`src/rtl/turn_judge.sv`:
```
// Per-turn referee for Chicken Cha-Cha-Cha: compares the picked card's picture with the
// tile ahead of the active player and either strobes that player's counter or passes the turn.
module turn_judge #(
  parameter int REVEAL_CYC = 4
) (
  input  logic       clk,
  input  logic       rst,
  input  logic [4:0] N,
  input  logic       btn,
  input  logic [3:0] card_sel,
  input  logic [4:0] p1_pos,
  input  logic [4:0] p2_pos,
  input  logic [4:0] p3_pos,
  input  logic [4:0] p4_pos,
  output logic [1:0] turn,
  output logic [3:0] p_da,
  output logic       mv,
  output logic       reveal,
  output logic       match,
  output logic       bad_sel,
  output logic       busy
);

  localparam int CW = (REVEAL_CYC < 2) ? 1 : $clog2(REVEAL_CYC);
  localparam logic [CW-1:0] CNT_LOAD = CW'((REVEAL_CYC > 0) ? REVEAL_CYC - 1 : 0);

  typedef enum logic [2:0] {
    S_IDLE,
    S_JUDGE,
    S_REVEAL,
    S_SETUP,
    S_MOVE,
    S_PASS
  } state_t;

  state_t        state, state_d;
  logic          btn_q;
  logic [3:0]    card_q, card_d;
  logic [CW-1:0] cnt, cnt_d;
  logic [1:0]    turn_d;
  logic [3:0]    p_da_d;
  logic          mv_d, reveal_d, match_d, bad_sel_d;

  logic          pick_edge;
  logic [2:0]    n_eff;
  logic [2:0]    turn_inc;
  logic [4:0]    cur_pos;
  logic          match_now;

  // Card k shows picture (7*k) mod 12; a lookup keeps the multiplier out of the netlist.
  function automatic logic [3:0] card_pic(input logic [3:0] k);
    case (k)
      4'd0:    card_pic = 4'd0;
      4'd1:    card_pic = 4'd7;
      4'd2:    card_pic = 4'd2;
      4'd3:    card_pic = 4'd9;
      4'd4:    card_pic = 4'd4;
      4'd5:    card_pic = 4'd11;
      4'd6:    card_pic = 4'd6;
      4'd7:    card_pic = 4'd1;
      4'd8:    card_pic = 4'd8;
      4'd9:    card_pic = 4'd3;
      4'd10:   card_pic = 4'd10;
      4'd11:   card_pic = 4'd5;
      default: card_pic = 4'd0;
    endcase
  endfunction

  // Picture on the tile directly ahead; the 24-tile track wraps from 23 back to 0.
  function automatic logic [3:0] tile_pic(input logic [4:0] pos);
    logic [5:0] nxt;
    nxt      = (pos == 5'd23) ? 6'd0 : {1'b0, pos} + 6'd1;
    tile_pic = 4'(nxt % 6'd12);
  endfunction

  assign pick_edge = btn & ~btn_q;
  assign n_eff     = (N >= 5'd2 && N <= 5'd4) ? N[2:0] : 3'd2;
  assign turn_inc  = {1'b0, turn} + 3'd1;
  assign busy      = (state != S_IDLE);

  always_comb begin
    case (turn)
      2'd0:    cur_pos = p1_pos;
      2'd1:    cur_pos = p2_pos;
      2'd2:    cur_pos = p3_pos;
      default: cur_pos = p4_pos;
    endcase
  end

  assign match_now = (card_pic(card_q) == tile_pic(cur_pos));

  // NOTE: every signal written here gets a default first, so no path leaves one unassigned
  // and no latch is inferred.
  always_comb begin
    state_d   = state;
    card_d    = card_q;
    cnt_d     = cnt;
    turn_d    = turn;
    match_d   = match;
    reveal_d  = 1'b0;
    bad_sel_d = 1'b0;
    p_da_d    = 4'b0000;
    mv_d      = 1'b0;

    case (state)
      S_IDLE: begin
        if (pick_edge) begin
          if (card_sel <= 4'd11) begin
            card_d  = card_sel;
            state_d = S_JUDGE;
          end else begin
            bad_sel_d = 1'b1;
          end
        end
      end
      S_JUDGE: begin
        match_d  = match_now;
        reveal_d = 1'b1;
        cnt_d    = CNT_LOAD;
        if (REVEAL_CYC == 0) state_d = match_now ? S_SETUP : S_PASS;
        else                 state_d = S_REVEAL;
      end
      S_REVEAL: begin
        if (cnt == '0) begin
          state_d = match ? S_SETUP : S_PASS;
        end else begin
          cnt_d    = cnt - CW'(1);
          reveal_d = 1'b1;
        end
      end
      S_SETUP: state_d = S_MOVE;
      S_MOVE:  state_d = S_IDLE;
      S_PASS: begin
        turn_d  = (turn_inc >= n_eff) ? 2'd0 : turn_inc[1:0];
        state_d = S_IDLE;
      end
      default: state_d = S_IDLE;
    endcase

    // Outputs are registered from the next state so p_da settles a full cycle before mv rises.
    if (state_d == S_SETUP || state_d == S_MOVE) p_da_d = 4'b0001 << turn;
    mv_d = (state_d == S_MOVE);
  end

  // NOTE: sequential state uses non-blocking assignments so every register samples
  // pre-edge values regardless of statement order.
  always_ff @(posedge clk or negedge rst) begin
    if (!rst) begin
      state   <= S_IDLE;
      btn_q   <= 1'b0;
      card_q  <= 4'd0;
      cnt     <= '0;
      turn    <= 2'd0;
      p_da    <= 4'b0000;
      mv      <= 1'b0;
      reveal  <= 1'b0;
      match   <= 1'b0;
      bad_sel <= 1'b0;
    end else begin
      state   <= state_d;
      btn_q   <= btn;
      card_q  <= card_d;
      cnt     <= cnt_d;
      turn    <= turn_d;
      p_da    <= p_da_d;
      mv      <= mv_d;
      reveal  <= reveal_d;
      match   <= match_d;
      bad_sel <= bad_sel_d;
    end
  end

endmodule

```
`config.mk`:
```
export PLATFORM = sky130hd
export DESIGN_NAME = turn_judge
export DESIGN_NICKNAME = d
export VERILOG_FILES = /design/src/rtl/turn_judge.sv
export SDC_FILE = /design/constraint.sdc
export NUM_CORES = 1
export LEC_CHECK = 0
export BUFFER_PORTS_ARGS = -buffer_cell sky130_fd_sc_hd__buf_2
export CORE_AREA = 2 2 55 57
export CTS_CLUSTER_SIZE = 12
export DETAILED_ROUTE_END_ITERATION = 8
export DIE_AREA = 0 0 57 59
export PLACE_DENSITY_LB_ADDON = 0.05
export SKIP_CTS_REPAIR_TIMING = 1
export SLEW_MARGIN = 15
export SYNTH_ARGS = -nofsm -noshare
export SYNTH_HDL_FRONTEND = slang
export SYNTH_SLANG_ARGS = --single-unit
export TNS_END_PERCENT = 10
```
`constraint.sdc`:
```
create_clock -name clk -period 5.9 [get_ports clk]
set_input_delay 0.295 -clock clk [delete_from_list [all_inputs] [get_ports clk]]
set_output_delay 0.295 -clock clk [all_outputs]
set_load 0.01 [all_outputs]
```
Word level (Yosys, flattened, before mapping)
Memories as Yosys holds them, arrays and structs flattened.
Cells that the tools add are included.
{ "op_classes": {"n_div": 1, "shifts": 1, "n_addsub": 3, "magnitude_cmp": 4, "n_reduce_logical": 9, "bitwise": 2, "n_eq_ne": 11, "muxes": 17} }
{ "op_table": {"columns": ["op", "n"], "rows": [
  ["3-bit two-way mux", 5],
  ["5-bit one-hot mux with 3 select lines", 1],
  ["3-bit one-hot mux with 4 select lines", 1],
  ["3-bit by 2-bit == test with 1-bit output (second input constant)", 3],
  ["5-bit by 1-bit adder with 6-bit output (second input constant)", 1],
  ["3-bit == test (second input constant)", 2],
  ["6-bit by 4-bit modulo with 6-bit output (second input constant)", 1],
  ["6-bit two-way mux", 1],
  ["5-bit == test (second input constant)", 1],
  ["5-bit by 2-bit >= comparator with 1-bit output (second input constant)", 1],
  ["5-bit by 3-bit less-or-equal comparator with 1-bit output (second input constant)", 1],
  ["4-bit == test", 1],
  ["4-bit less-or-equal comparator (second input constant)", 1],
  ["2-bit logical NOT", 2],
  ["1-bit two-way mux", 4],
  ["2-bit two-way mux", 2],
  ["4-bit two-way mux", 1],
  ["2-bit one-hot mux with 2 select lines", 1],
  ["1-bit by 2-bit << shifter with 4-bit output (first input constant)", 1],
  ["2-bit by 1-bit adder with 3-bit output (second input constant)", 1],
  ["3-bit by 1-bit == test with 1-bit output (second input constant)", 1],
  ["3-bit >= comparator", 1],
  ["3-bit logical NOT", 1],
  ["3-bit AND reduction", 1],
  ["other kinds (12)", 12]
]} }
{ "totals": {"word_cells": 59, "register_bits": 20, "romBits": 64, "in_bits": 32, "mem_count": 1} }
{ "memory_table": {"columns": ["name", "words", "word_bits", "read_ports", "rd_clocked_by_memory_dff", "wr", "line_no", "text"], "rows": [
  ["(no name shown)", 16, 4, 1, 0, 0, "52", "case (k)"]
]} }

Logic depth before layout (Yosys ltp)
Gate-level depths: netlist of the first run.
{ "logic_depth": {"depth_word": 7, "ltp_mapped": 13, "ltp_nobuf": 13} }

Worst setup path after synthesis of the first run
No wires, ideal clock.
{ "synth_path": {"path_type": "register -> register", "start": "register turn[0]", "end": "register match", "path_slack_ns": 3.099, "t_required_ns": 5.774, "stages_incl_launch_ff": 13, "arrival_ns": 2.675, "cell_sequence": "dfrtp_1 ha_1 buf_2 nor2b_1 a21oi_1 ha_1 inv_1 a211o_2 and3_1 and3_1 a211oi_1 nand3b_1 nand3_1"} }
{ "synth_via": {"elab_chain_len": 6} }
{ "synth_rtl": {"columns": ["element", "line_no", "text"], "rows": [
  ["from (decl)", "15", "output logic [1:0] turn,"],
  ["from (signal assigned)", "164", "turn <= turn_d;"],
  ["2-bit == test, or another cell as far along", "82", "case (turn)"],
  ["5-bit one-hot mux with 3 select lines (*)", "82", null],
  ["5-bit by 1-bit adder with 6-bit output / 5-bit == test (equally long branches)", "72", "nxt = (pos == 5'd23) ? 6'd0 : {1'b0, pos} + 6'd1;"],
  ["6-bit two-way mux (*)", "72", null],
  ["6-bit by 4-bit modulo with 6-bit output (*)", "73", "tile_pic = 4'(nxt % 6'd12);"],
  ["4-bit == test (*)", "90", "assign match_now = (card_pic(card_q) == tile_pic(cur_pos));"],
  ["to (signal assigned)", "168", "match <= match_d;"],
  ["to (decl)", "19", "output logic match,"]
]} }
Mark *: on every way between the ends. The rest lies on a longest branch, timed or not.
A chain may end at the register's enable or synchronous reset.

Worst setup path after layout of the first run
Same ends and word-level chain as after synthesis.

==> results of run 1 <==
worst min path at each step:
stage | startpoint | slack, ps | endpoint | cells past startpoint
floorplan | rst | -0.6 | bad_sel | 0
global placement | rst | 260 | card_q[0] | 1
detailed placement | rst | 260 | card_q[0] | 1
CTS | rst | -80 | state[2] | 1
global route | btn | 110 | btn_q | 1
finish | btn | 120 | btn_q | 1
critical path: cells and delay by family, from the launching register on:
kind,cells,cell delay (ps)
adders and majority gates,2,700
buffers and inverters,2,250
AOI/OAI and AO/OA,3,1000
and+or+nand+nor,4,590
DFF,1,470
placed cells by master, fill, tap and decap left out, types with 4 or more instances in the layout:
cell type,count
dfrtp_1,20
nand3_1,4
nand2_1,13
nand2b_1,5
nor2_1,16
nand3b_1,5
nor2b_1,7
ha_1,12
buf_2,42
a21oi_1,12
o21ai_0,4
inv_1,12
area by class of cell:
| type | count | area, um^2 |
|---|---|---|
| Multi-Input combinational cell | 133 | 915 |
| Clock buffer | 3 | 22.5 |
| Fill cell | 219 | 935 |
| Inverter | 13 | 48.8 |
| Tap cell | 31 | 38.8 |
| Sequential cell | 20 | 500 |
| Clock inverter | 1 | 30.0 |
| Timing Repair Buffer | 43 | 220 |
routing by layer:
| layer | wire, um | GRT usage (%) | up-vias |
|---|---|---|---|
| li1 | - | - | 708 |
| met1 | 1460 | 27.0 | 643 |
| met2 | 1540 | 36.8 | 47 |
| met3 | 161 | 3.06 | 4 |
| met4 | 31 | 7.97 | 0 |
| met5 | 0 | 0 | - |
power breakdown:
group	switching, mW	internal, mW
Combinational	0.345	0.267
Sequential	0.0542	0.177
Clock	0.0404	0.0686
metrics by stage:
step                total power [mW]  hold slack [ps]  setup WS, ps
detailed placement             0.838              258          2780
global placement               0.815              256          2960
global route                    1.05              106          2440
finish                         0.952              123          2760
CTS                            0.951            -75.1          2750
floorplan                      0.704           -0.591          3100
cells by family after synthesis:
| logic type | after synthesis |
|---|---|
| XOR/XNOR | 3 |
| flip-flops | 20 |
| adder cells (fa/ha/maj) | 12 |
| AND/OR/NAND/NOR | 67 |
| buffers and inverters | 16 |
| AO/OA/AOI/OAI | 48 |
| multiplexers | 3 |
registers in the layout, summed over array words and instances (netlist names), 2 cells and up:
register  count
card_q        4
p_da          4
state         3
cnt           2
turn          2
==> results.json, run 1 <==
{
  "worst_pin_slew_ps": 588,
  "max_slew_margin_pct": 60.8,
  "cpMaxStageDelayCell": "a21oi_1",
  "antenna_found_initial": 0,
  "synth.area.top_cells": "dfrtp_1 (34%), ha_1 (10%), a21oi_1 (4.1%)",
  "grt_setup_unrepaired": "false",
  "grt_first_pass_wirelength_mm": 5.68,
  "place_congestion": 0.812,
  "cts.sinks": 20,
  "postPlaceCellArea_mm2": 0.00171,
  "path_clk_slew_ps": 110,
  "syn_to_final_growth_pct": 20.3,
  "design.die.area_mm2": 0.00336,
  "reg2reg_to": "match",
  "synth_mux_area_share_pct": 2.12,
  "reg2reg_from": "turn[0]",
  "placed_cells": 239,
  "port_buffers": 42,
  "skew_ps": 5.72,
  "synth_compound_area_share_pct": 23.6,
  "synth.yosys.seq_area_share_pct": 33.9,
  "tritoncts": "done",
  "synthXorXnorAreaFrac_pct": 1.78,
  "worstPathCellList": "ha_1, inv_1, a21oi_1, ha_1, inv_1, a211o_2, and3_1, and3_1, a211oi_1, nand3b_1, nand3_1",
  "setup_tns_ps": 0,
  "finalWirelength_mm": 3.19,
  "dr.pass1.iters": 7,
  "wl_per_cell_um": 13.1,
  "hold_path.class": "in2reg",
  "drt_iter0_drc": 59,
  "cts_root_buffer": "clkbuf_4",
  "r2r_setup_slack_ps": 2760,
  "fin_util_pct": 65.5,
  "vias": 1402,
  "initial_utilization_pct": 54.5,
  "io_pins": 43,
  "antenna_left": 0,
  "clock_latency_ps": 290,
  "grt_pass1_vias": 1334,
  "dieHeight_um": 59,
  "grt_max_degree": 21,
  "antennaDiodeCount": 0,
  "layout.nets": 258,
  "grt.overflow.total": 0,
  "post-synth-top-count-cell": "dfrtp_1",
  "finalHoldViolCount": 0,
  "clockBufferDepth": 2,
  "synth-main-ff-cell": "dfrtp_1",
  "syn_inst": 169,
  "cp_data_required_time_ps": 6080,
  "drive_gt1_share_pct": 24.9,
  "finalInstanceArea_mm2": 0.00178,
  "hpwlAfterDp_mm": 2.57,
  "period_needed_ps": 3140,
  "rows": 19,
  "fin_crit_sh_pct": 53.3,
  "syn_nets": 213,
  "instances_no_fill": 244,
  "drv_slew": 0,
  "synth_edf_count": 0,
  "ys.warnings.count": 0,
  "cpPeakStageDelay_ps": 490,
  "drc": 0,
  "track_usage_pct": 21.2,
  "numCtsBuffers": 3,
  "endpoint": "match",
  "viasPerCell": 5.75,
  "crit_type": "reg2reg",
  "cp_max_fo": 10,
  "synth_common_cells": "dfrtp_1 (20), nor2_1 (16), nand2_1 (13)",
  "setup_viol": 0,
  "critPathLaunch": "turn[0]",
  "core_mm2": 0.00271,
  "cp-start-kind": "flop",
  "htreeDepth": 1,
  "max_clock_freq_mhz": 318,
  "synthAdderAreaFrac_pct": 10.2,
  "die_x_um": 57,
  "endpoint_kind": "flop",
  "syn_area_mm2": 0.00148,
  "critPathArrivalTime_ps": 3330,
  "vdd.ir_drop.worst_uv": 350,
  "avgSynthCellArea_um2": 8.74,
  "synthArstFlopShare_pct": 100,
  "status": "finished clean",
  "synth_top_family_by_area": "simple AND/OR/NAND/NOR gates",
  "rr_worst_depth": 11,
  "synth_cell_type_count": 48,
  "pwr_density_cell_mw_per_mm2": 536,
  "synth_top_area_share_pct": 33.9,
  "synth-simple-area-share_pct": 24.3,
  "yosysTopAreaCell": "dfrtp_1",
  "synth-seq-cells": 20,
  "leakage_nw": 0.870,
  "maxCapViolCount": 0
}
No activity file was read; power rests on OpenSTA's default activity.
==> run 2: changes to the inputs <==
- CORE_AREA: 2 2 55 57 -> 2 2 60 62
- DIE_AREA: 0 0 57 59 -> 0 0 62 64
- clock period: 5.9 -> 2.7 ns (I/O delays scaled with it)
==> results.json, run 2 (synthesis results as in run 1) <==
{
  "status": "finished clean",
  "viasPerCell": 5.37,
  "design.die.area_mm2": 0.00397,
  "mostFrequentLayoutCell": "buf_2",
  "fin_crit_sh_pct": 96.1,
  "grt.overflow.total": 0,
  "leakage_nw": 0.931,
  "vias": 1455,
  "path_clk_slew_ps": 120,
  "final_cell_mix": "buf_2 (42), dfrtp_1 (18), nor2_1 (16), nand2_1 (13), a21oi_1 (11)",
  "rows": 21,
  "pwr_density_cell_mw_per_mm2": 1240,
  "swShare_pct": 45.1,
  "max_clock_freq_mhz": 385,
  "hold_path.class": "in2reg",
  "antennaDiodeCount": 0,
  "wl_per_cell_um": 13.0,
  "core_mm2": 0.00328,
  "cts_root_buffer": "clkbuf_4",
  "fin_util_pct": 60.5,
  "antenna_found_initial": 0,
  "cp_data_required_time_ps": 2940,
  "drive_gt1_share_pct": 34.7,
  "grt_pass1_vias": 1344,
  "tritoncts": "done",
  "vdd.ir_drop.worst_uv": 679,
  "die_x_um": 62,
  "port_buffers": 42,
  "dr.pass1.iters": 6,
  "largestRegisters": "card_q x4, p_da x4, state x3",
  "clkPwrFrac_pct": 9.9,
  "clock_latency_ps": 300,
  "antenna_left": 0,
  "io_pins": 43,
  "cp-start-kind": "flop",
  "maxCapViolCount": 0,
  "finalWirelength_mm": 3.53,
  "finalHoldViolCount": 0,
  "clockBufferDepth": 2,
  "initial_utilization_pct": 45.0,
  "grt_max_degree": 21,
  "grt_first_pass_wirelength_mm": 5.94,
  "worst_pin_slew_ps": 532,
  "wl_met3_um": 129,
  "power_frac_comb_pct": 69.4,
  "endpoint_kind": "flop",
  "p_int_mw": 1.35,
  "setup_tns_ps": 0,
  "nFillCells": 301,
  "cts.sinks": 20,
  "drc": 0,
  "hpwlAfterDp_mm": 2.80,
  "pre_cts_ws_ps": 32.1,
  "p_seq_share_pct": 20.7,
  "numCtsBuffers": 3,
  "skew_ps": 7.76,
  "track_usage_pct": 19.4,
  "setup_viol": 0,
  "critPathArrivalTime_ps": 2830,
  "routed.top_layer": "met4",
  "p_sw_mw": 1.11,
  "drv_slew": 0,
  "setup_ws_ps": 105,
  "layout.nets": 270,
  "wl_met2_mm": 1.70,
  "crit_type": "reg2reg",
  "period_needed_ps": 2600,
  "max_slew_margin_pct": 64.5,
  "place_congestion": 0.860,
  "cp_max_fo": 6,
  "dieHeight_um": 64,
  "htreeDepth": 1,
  "syn_to_final_growth_pct": 34.7,
  "drt_iter0_drc": 63,
  "m1WireLength_mm": 1.67
}
## run 2: changes by cell type in the layout (fill, tap and decap cells not counted), sizes merged
cell / change
buf: +11
dlygate4sd3: +1
## run 2: worst paths after layout
check	slack, ps	cells after the start	start	endpoint
setup / recovery	100	11	turn[1]	match
hold / removal	40	3	card_sel[1]	card_q[1]
setup reg to reg	100	11	turn[1]	match
hold reg to reg	570	2	turn[1]	turn[1]
max in group asynchronous	2080	2	rst	turn[1]
min in group asynchronous	300	2	rst	state[2]
## run 2: per-layer routing
metal,vias up,global-route usage (%)
met5,-,0
met4,0,5.05
met3,2,3.24
met2,40,32.3
met1,685,25.2
li1,728,-
## run 2: critical path, stage by stage, from the launching register on
cell and delay (ps):
dfrtp_2 460, buf_4 150, ha_4 170, a222oi_1 380
a21oi_2 130, ha_1 210, buf_4 150, a211oi_2 230
a2111oi_4 100, a2111oi_2 350, nand3b_1 120, nand3_1 90
## run 2: stage by stage
stage | std cells | power (mW) | area, um^2 | hold slack, ps
after floorplan | 169 | 1.55 | 1480 | -161
after global placement | 261 | 1.92 | 1790 | 93.4
after detailed placement | 261 | 1.97 | 1790 | 104
after CTS | 265 | 2.22 | 1840 | -234
after global routing | 271 | 2.69 | 1990 | 37.0
final | 271 | 2.46 | 1990 | 42.2
## run 2: cell type report
class / count / area (um^2) / area share (%)
well taps: 46 / 57.6 / 2.89
repair buffers: 55 / 325 / 16.4
multi-input cells: 133 / 998 / 50.2
inverters: 13 / 51.3 / 2.58
flip-flops and latches: 20 / 503 / 25.3
clock buffers: 3 / 22.5 / 1.13
clock inverters: 1 / 30.0 / 1.51
## run 2: power by group through the flow
stage               logic (mW)  clock network, mW  registers, mW
global placement          1.42                  0          0.497
finish                    1.71              0.242          0.509
detailed placement        1.46                  0          0.506
floorplan                 1.06                  0          0.485
global route              1.89              0.267          0.531
CTS                       1.47              0.247          0.500
